## config.mk

```make
export PLATFORM = sky130hd
export DESIGN_NAME = sram_like_to_sram
export DESIGN_NICKNAME = d
export VERILOG_FILES = /design/src/rtl/sram_like_to_sram.sv
export SDC_FILE = /design/constraint.sdc
export NUM_CORES = 1
export LEC_CHECK = 0
export CORE_MARGIN = 5
export CORE_UTILIZATION = 35
export CTS_BUF_LIST = sky130_fd_sc_hd__clkbuf_2 sky130_fd_sc_hd__clkbuf_4 sky130_fd_sc_hd__clkbuf_8
export CTS_CLUSTER_DIAMETER = 60
export DETAILED_ROUTE_END_ITERATION = 12
export HOLD_SLACK_MARGIN = 0.1
export PLACE_DENSITY = 0.71
export SLEW_MARGIN = 20
export SYNTH_ARGS = -nofsm -noshare
export SYNTH_HDL_FRONTEND = slang
export SYNTH_SLANG_ARGS = --single-unit
```

## constraint.sdc

```tcl
create_clock -name clk -period 3.8 [get_ports clk]
set_input_delay 0.38 -clock clk [delete_from_list [all_inputs] [get_ports clk]]
set_output_delay 0.38 -clock clk [all_outputs]
set_load 0.02 [all_outputs]
```

## src/rtl/sram_like_to_sram.sv

```systemverilog
// sram_like_to_sram: responder end of the sram-like protocol.
// Takes one request at a time and drives a single-port synchronous SRAM
// with one-cycle read latency. WAIT_CYCLES stretches the response so
// callers can exercise stall paths.
module sram_like_to_sram #(
   parameter int WAIT_CYCLES = 0
) (
   input  logic        clk,
   input  logic        areset,
   input  logic        sl_req,
   input  logic        sl_wr,
   input  logic [1:0]  sl_size,
   input  logic [31:0] sl_addr,
   input  logic [31:0] sl_wdata,
   output logic        sl_addr_ok,
   output logic        sl_data_ok,
   output logic [31:0] sl_rdata,
   output logic        ram_en,
   output logic [3:0]  ram_we,
   output logic [31:0] ram_addr,
   output logic [31:0] ram_wdata,
   input  logic [31:0] ram_rdata
);

   typedef enum logic [2:0] {
      S_IDLE, S_ACCESS, S_CAPTURE, S_WAIT, S_RESP
   } state_t;

   localparam logic [3:0] WAIT_N = 4'(WAIT_CYCLES);

   state_t      state_q;
   logic        wr_q;
   logic [3:0]  cnt_q;
   logic        ram_en_q;
   logic [3:0]  ram_we_q;
   logic [31:0] ram_addr_q;
   logic [31:0] ram_wdata_q;
   logic        data_ok_q;
   logic [31:0] rdata_q;
   logic        accept;

   // Byte-lane mask for a write; misaligned accesses get an empty mask so
   // they complete without touching memory.
   function automatic logic [3:0] wmask(input logic [1:0] size, input logic [1:0] a);
      logic [3:0] m;
      case (size)
         2'd0:    m = 4'b0001 << a;
         2'd1:    m = a[0] ? 4'b0000 : (a[1] ? 4'b1100 : 4'b0011);
         default: m = (a != 2'b00) ? 4'b0000 : 4'b1111;
      endcase
      return m;
   endfunction

   // A new request can land while idle or while the previous one is
   // reporting completion, which gives back-to-back throughput.
   assign sl_addr_ok = (state_q == S_IDLE) || (state_q == S_RESP);
   assign accept     = sl_req & sl_addr_ok;

   // Transaction FSM; all SRAM and response outputs are registered here so
   // reset clears them asynchronously.
   always_ff @(posedge clk or posedge areset) begin
      if (areset) begin
         state_q     <= S_IDLE;
         wr_q        <= 1'b0;
         cnt_q       <= 4'd0;
         ram_en_q    <= 1'b0;
         ram_we_q    <= 4'd0;
         ram_addr_q  <= 32'd0;
         ram_wdata_q <= 32'd0;
         data_ok_q   <= 1'b0;
         rdata_q     <= 32'd0;
      end else begin
         ram_en_q  <= 1'b0;
         ram_we_q  <= 4'd0;
         data_ok_q <= 1'b0;
         case (state_q)
            S_IDLE, S_RESP: begin
               if (accept) begin
                  state_q     <= S_ACCESS;
                  wr_q        <= sl_wr;
                  ram_en_q    <= 1'b1;
                  ram_we_q    <= sl_wr ? wmask(sl_size, sl_addr[1:0]) : 4'd0;
                  ram_addr_q  <= {sl_addr[31:2], 2'b00};
                  ram_wdata_q <= sl_wdata;
               end else begin
                  state_q <= S_IDLE;
               end
            end
            S_ACCESS: state_q <= S_CAPTURE;
            S_CAPTURE: begin
               if (!wr_q) rdata_q <= ram_rdata;
               cnt_q <= WAIT_N;
               if (WAIT_N != 4'd0) begin
                  state_q <= S_WAIT;
               end else begin
                  state_q   <= S_RESP;
                  data_ok_q <= 1'b1;
               end
            end
            S_WAIT: begin
               cnt_q <= cnt_q - 4'd1;
               if (cnt_q == 4'd1) begin
                  state_q   <= S_RESP;
                  data_ok_q <= 1'b1;
               end
            end
            default: state_q <= S_IDLE;
         endcase
      end
   end

   assign ram_en     = ram_en_q;
   assign ram_we     = ram_we_q;
   assign ram_addr   = ram_addr_q;
   assign ram_wdata  = ram_wdata_q;
   assign sl_data_ok = data_ok_q;
   assign sl_rdata   = rdata_q;

endmodule

```

==> impl_metrics.ini, run 1 <==
[outcome]
status = complete, no violations

[job]
maxCapViolCount = 0

[final_layout]
syn_to_final_growth_pct = 56.0
nets = 568
final_common_cell = clkdlybuf4s50_1
nFillCells = 976
most-common-layout-cells = clkdlybuf4s50_1 (202), dfrtp_1 (108), mux2_2 (91)
drive_above_1_share_pct = 24.3
diodes = 0
stdcell_area_mm2 = 0.00648

[critical_path]
worstReg2RegStart = state_q[0]$_DFFE_PP0P_
critical_path_arrival_ns = 2.32
crit_type = reg -> reg
critPathBufInv = 1
crit_path_start = state_q[0]$_DFFE_PP0P_
crit_family = simple AND/OR/NAND/NOR gates
crit_chain = nor3b_4, buf_4, nand2_1, nor3_1
cp_max_fo = 66
cpPeakStageDelay_ns = 0.67
cp-end-kind = flop
r2r-end = ram_we[1]$_DFF_PP0_
startpoint_type = flop
rrSetupSlack_ns = 1.75
crit_path_end = ram_we[1]$_DFF_PP0_
slowest_stage = buf_4
reg2reg_depth = 4
cp.required_ns = 4.07
path_depth = 4

[timing]
max_freq_mhz = 488
finalClockSkew_ns = 0.00844
fin_crit_ns = 2.05
finalCritPeriodShare_pct = 53.9
worst_slew_pin_slew_ns = 0.841
tns_ns = 0
rsz0062_at_grt = false
finalSetupViolCount = 0
relSlewSlack_pct = 43.9
slew_violations = 0
setup_ws_ns = 1.75
hold_viol = 0

[synth]
ys_ff_latch = 108
ys_warn_count = 0
seq_area_frac_synth_pct = 65.0
synth.distinct_cells = 28
synthFlopType = dfrtp_1
synthCells = 261
synth_edf_count = 0
mappedNetlistArea_mm2 = 0.00416
postSynthAreaPerCell_um2 = 15.9
synthArstFlopShare_pct = 100

[global_routing]
grt_pass1_wl_um = 16400
antenna_found_initial = 0
grt_pass1_vias = 3024
grt_max_degree = 67
gr-usage-all-layers_pct = 14.5
overflow = 0

[clocking]
cts_resized = 0
clock_path_buffers = 2
clock_latency_ns = 0.36
cts_root_buffer = clkbuf_8
post_cts_buffers = 0
ctsHoldBuffers = 0
htreeDepth = 3
cts_tree = built
clock-sinks = 108
clk_pin_slew_ns = 0.09
cts_made_buffers = 9

[detailed_routing]
ant_nets = 0
vias = 2841
finalWirelength_um = 10200
vias_per_cell = 4.64
drtIter0Drc = 103
routedWlPerCell_um = 16.7
drc = 0
first_pass_iters = 4

[hold_path]
worstHoldPathType = in -> async

[power_and_ir_drop]
p_leak_nw = 2.66
power.density_mw_per_mm2 = 859
peakVddDrop_v = 0.000381

[die]
core_mm2 = 0.0115
die_area_mm2 = 0.0142
die_w_um = 119
row_count = 39
ios = 205
initial_utilization_pct = 36.1
fp.dieH_um = 119

[place]
dp_hpwl_um = 7620
port_buffers = 202
place_congestion = 0.744
place_area_mm2 = 0.00629
dp_slack_ns = 1.44
==> cell families after synthesis <==
family | count (synthesis) | synth area share (%)
flip-flops | 108 | 65.0
multiplexers | 96 | 25.9
AND/OR/NAND/NOR | 21 | 2.98
buffers and inverters | 20 | 3.19
AO/OA/AOI/OAI | 10 | 1.54
XOR/XNOR | 3 | 0.632
adder cells (fa/ha/maj) | 2 | 0.602
other | 1 | 0.0902
==> routing by layer <==
layer	wire (um)	up-vias	global-route usage, %
met5	0	-	0
met4	238	0	6.23
met3	901	17	6.59
met2	5060	119	23.4
met1	4000	1390	16.8
li1	-	1315	-
==> registers in the layout, indices dropped and copies added, names as in the netlist <==
name and cells:
sl_rdata 32, ram_wdata 32, ram_addr 30, cnt_q 4, ram_en 1, sl_data_ok 1
ram_we 4, state_q 3, wr_q 1
==> worst reg2reg max path, delay by kind of cell (launching register included) <==
family | cells | cell delay [ns]
and+or+nand+nor | 3 | 0.77
buffers and inverters | 1 | 0.67
DFF | 1 | 0.53
==> synth_stat cells, drive strengths merged, types with 2 or more instances <==
master	number	area, um2
a21oi	2	10.0
xor2	2	17.5
nor2	4	15.0
nor3b	3	27.5
dfrtp	108	2700
nor3	5	36.3
buf	14	110
ha	2	25.0
mux2	94	1060
nand2	6	22.5
inv	6	22.5
mux2i	2	20.0
o21ai	3	15.0
==> worst min-delay path by stage <==
stage	startpoint	end	slack (ns)	cells after the start
2_1_floorplan	state_q[2]$_DFFE_PP0P_	state_q[1]$_DFFE_PP0P_	0.43	1
4_1_cts	areset	ram_addr[13]$_DFFE_PP0P_	0.46	2
3_3_place_gp	state_q[2]$_DFFE_PP0P_	state_q[1]$_DFFE_PP0P_	0.45	1
5_1_grt	areset	ram_addr[13]$_DFFE_PP0P_	0.47	2
3_5_place_dp	state_q[2]$_DFFE_PP0P_	state_q[1]$_DFFE_PP0P_	0.47	1
6_report	areset	ram_addr[13]$_DFFE_PP0P_	0.45	2
==> report_power, final <==
group	switching, W	internal, W
Sequential	0.000311	0.00171
Clock	0.000372	0.000289
Combinational	0.00132	0.00156
==> cell type report <==
| type | instances | area [um2] | area share (%) |
|---|---|---|---|
| multi-input cells | 134 | 1330 | 20.5 |
| clock inverters | 4 | 22.5 | 0.347 |
| clock buffers | 12 | 165 | 2.55 |
| inverters | 6 | 25.0 | 0.386 |
| repair buffers | 205 | 2060 | 31.7 |
| flip-flops and latches | 108 | 2700 | 41.7 |
| well taps | 143 | 179 | 2.76 |
==> per-stage QoR <==
step | hold WS (ns) | utilization [%] | total power, W | instances
after global placement | 0.453 | 54.7 | 0.00490 | 596
after detailed placement | 0.470 | 54.7 | 0.00497 | 596
after global routing | 0.475 | 56.3 | 0.00590 | 612
final | 0.445 | 56.3 | 0.00557 | 612
after CTS | 0.460 | 56.3 | 0.00565 | 612
after floorplan | 0.430 | - | 0.00358 | 262
(Power assumes the default switching activity.)
==> run 2, diff against run 1 <==
==> constraint.sdc (replaced) <==
create_clock -name clk -period 1.9 [get_ports clk]
set_input_delay 0.19 -clock clk [delete_from_list [all_inputs] [get_ports clk]]
set_output_delay 0.19 -clock clk [all_outputs]
set_load 0.02 [all_outputs]
==> run 2 against run 1 <==
Against the previous run:
- clock power up 120%
- power up 100%
- register-to-register slack worse by 1.4 ns
- sequential cell count unchanged
- cell area up 1.4%
- clock skew up 0.0016 ns
- utilization up 0.79 points
- worst setup slack worse by 1.6 ns
- die area unchanged
- wire length down 1.7%
- non-clock buffer count up 4
==> impl_metrics.ini, run 2 (synthesized netlist as in run 1, its figures left out) <==
[detailed_routing]
vias = 2832
first_pass_iters = 4
ant_nets = 0
vias_per_cell = 4.60
drtIter0Drc = 130
finalWirelength_um = 10000
routedWlPerCell_um = 16.3
drc = 0

[final_layout]
nFillCells = 954
syn_to_final_growth_pct = 58.2
nets = 572
most-common-layout-cells = clkdlybuf4s50_1 (202), dfrtp_1 (107), mux2_2 (91)
diodes = 0
drive_above_1_share_pct = 25.0
final_common_cell = clkdlybuf4s50_1

[place]
port_buffers = 202
place_congestion = 0.778
dp_hpwl_um = 7590

[hold_path]
worstHoldPathType = in -> async

[critical_path]
crit_type = reg -> out
r2r-end = ram_wdata[31]$_DFFE_PP0P_
critical_path_arrival_ns = 1.59
startpoint_type = flop
worstReg2RegStart = state_q[0]$_DFFE_PP0P_
cp.required_ns = 1.71
cp-end-kind = primary output
cp_max_fo = 9
rrSetupSlack_ns = 0.31
reg2reg_depth = 3

[timing]
fin_crit_ns = 1.78
finalCritPeriodShare_pct = 93.6
rsz0062_at_grt = false
max_freq_mhz = 562
hold_ws_ns = 0.188
hold_viol = 0
tns_ns = 0
slew_violations = 0
finalClockSkew_ns = 0.0101
finalSetupViolCount = 0

[die]
die_area_mm2 = 0.0142
initial_utilization_pct = 36.1
ios = 205
row_count = 39
die_w_um = 119
fp.dieH_um = 119
core_mm2 = 0.0115

[power_and_ir_drop]
peakVddDrop_v = 0.000856
p_leak_nw = 2.70
power.density_mw_per_mm2 = 1730

[clocking]
clk_pin_slew_ns = 0.10
clock-sinks = 108
cts_root_buffer = clkbuf_8
htreeDepth = 3
cts_tree = built
clock_path_buffers = 2
clock_latency_ns = 0.36
cts_made_buffers = 9

[global_routing]
grt.busiest_layer = met2
gr-usage-all-layers_pct = 14.3
grt_pass1_wl_um = 16200
grt_max_degree = 46
grtUsageMet1_pct = 17.4
grt_pass1_vias = 3091
grtUsageMet3_pct = 6.21
met2_usage_pct = 22.4
antenna_found_initial = 0
overflow = 0

[outcome]
status = complete, no violations

[job]
maxCapViolCount = 0
-- run 2: cell count changes in the layout (fill, tap and decap cells not counted) --
cell	delta
dfrtp_1	-1
clkinv_2	-1
clkbuf_8	-3
dfrtp_2	+1
clkinvlp_4	+1
buf_4	+1
buf_12	+3
clkbuf_4	+1
inv_4	-1
bufinv_16	+2
-- run 2: per-stage QoR --
stage          cells  power (W)  worst slack, ns  area, um2  util (%)
6_report         615     0.0114            0.121       6570      57.1
5_1_grt          615     0.0120           0.0506       6570      57.1
4_1_cts          615     0.0116          0.00774       6570      57.1
3_5_place_dp     600     0.0100            0.160       6360      55.3
3_3_place_gp     600    0.00986            0.196       6360      55.3
2_1_floorplan    262    0.00717            0.377       4160         -
-- run 2: cell type report --
class / count / area, um2 / share of cell area [%]
tap: 143 / 179 / 2.72
clock inverter: 5 / 77.6 / 1.18
inverter: 6 / 26.3 / 0.400
clock buffer: 10 / 131 / 2.00
timing repair buffer: 209 / 2120 / 32.3
sequential: 108 / 2700 / 41.1
multi-input combinational: 134 / 1330 / 20.3
-- run 2: how the worst max path moves through the flow --
stage	cells after the start	endpoint	startpoint	slack, ns
after floorplan	5	sl_rdata[1]$_DFFE_PP0P_	state_q[2]$_DFFE_PP0P_	0.38
after global placement	4	ram_wdata[26]$_DFFE_PP0P_	sl_req	0.20
after detailed placement	4	ram_wdata[23]$_DFFE_PP0P_	sl_req	0.16
after CTS	2	sl_addr_ok	state_q[0]$_DFFE_PP0P_	0.008
after global routing	2	sl_addr_ok	state_q[0]$_DFFE_PP0P_	0.05
final	2	sl_addr_ok	state_q[0]$_DFFE_PP0P_	0.12
-- run 2: where the power goes --
| group | total [W] | internal [W] | switching [W] |
|---|---|---|---|
| clock | 0.00148 | 0.000746 | 0.000735 |
| sequential | 0.00406 | 0.00343 | 0.000629 |
| combinational | 0.00582 | 0.00317 | 0.00264 |
-- run 2: critical path, cell delays in order, from the launching register on --
cell             delay [ns]
dfrtp_2                0.50
nor2_1                 0.12
clkdlybuf4s50_1        0.61
-- run 2: metal layers --
layer / share of wire [%] / wire length, um
met4: 1.5 / 154
met5: 0 / 0
met2: 46 / 4590
met1: 42 / 4220
met3: 11 / 1060
-- run 2: what timing repair did --
item,in CTS,in global routing
hold buffers,0,0
setup endpoints to repair,0,1
gates resized for setup,0,1
setup buffers,0,0
==> run 3, diff against run 2 <==
--- a/config.mk
+++ b/config.mk
@@ -9,7 +9,9 @@
 export CORE_UTILIZATION = 35
 export CTS_BUF_LIST = sky130_fd_sc_hd__clkbuf_2 sky130_fd_sc_hd__clkbuf_4 sky130_fd_sc_hd__clkbuf_8
 export CTS_CLUSTER_DIAMETER = 60
+export CTS_CLUSTER_SIZE = 24
 export DETAILED_ROUTE_END_ITERATION = 12
+export GPL_ROUTABILITY_DRIVEN = 0
 export HOLD_SLACK_MARGIN = 0.1
 export PLACE_DENSITY = 0.71
 export SLEW_MARGIN = 20
==> results of run 3 <==
The final DEF is identical to that of run 2; final timing and power are the same.
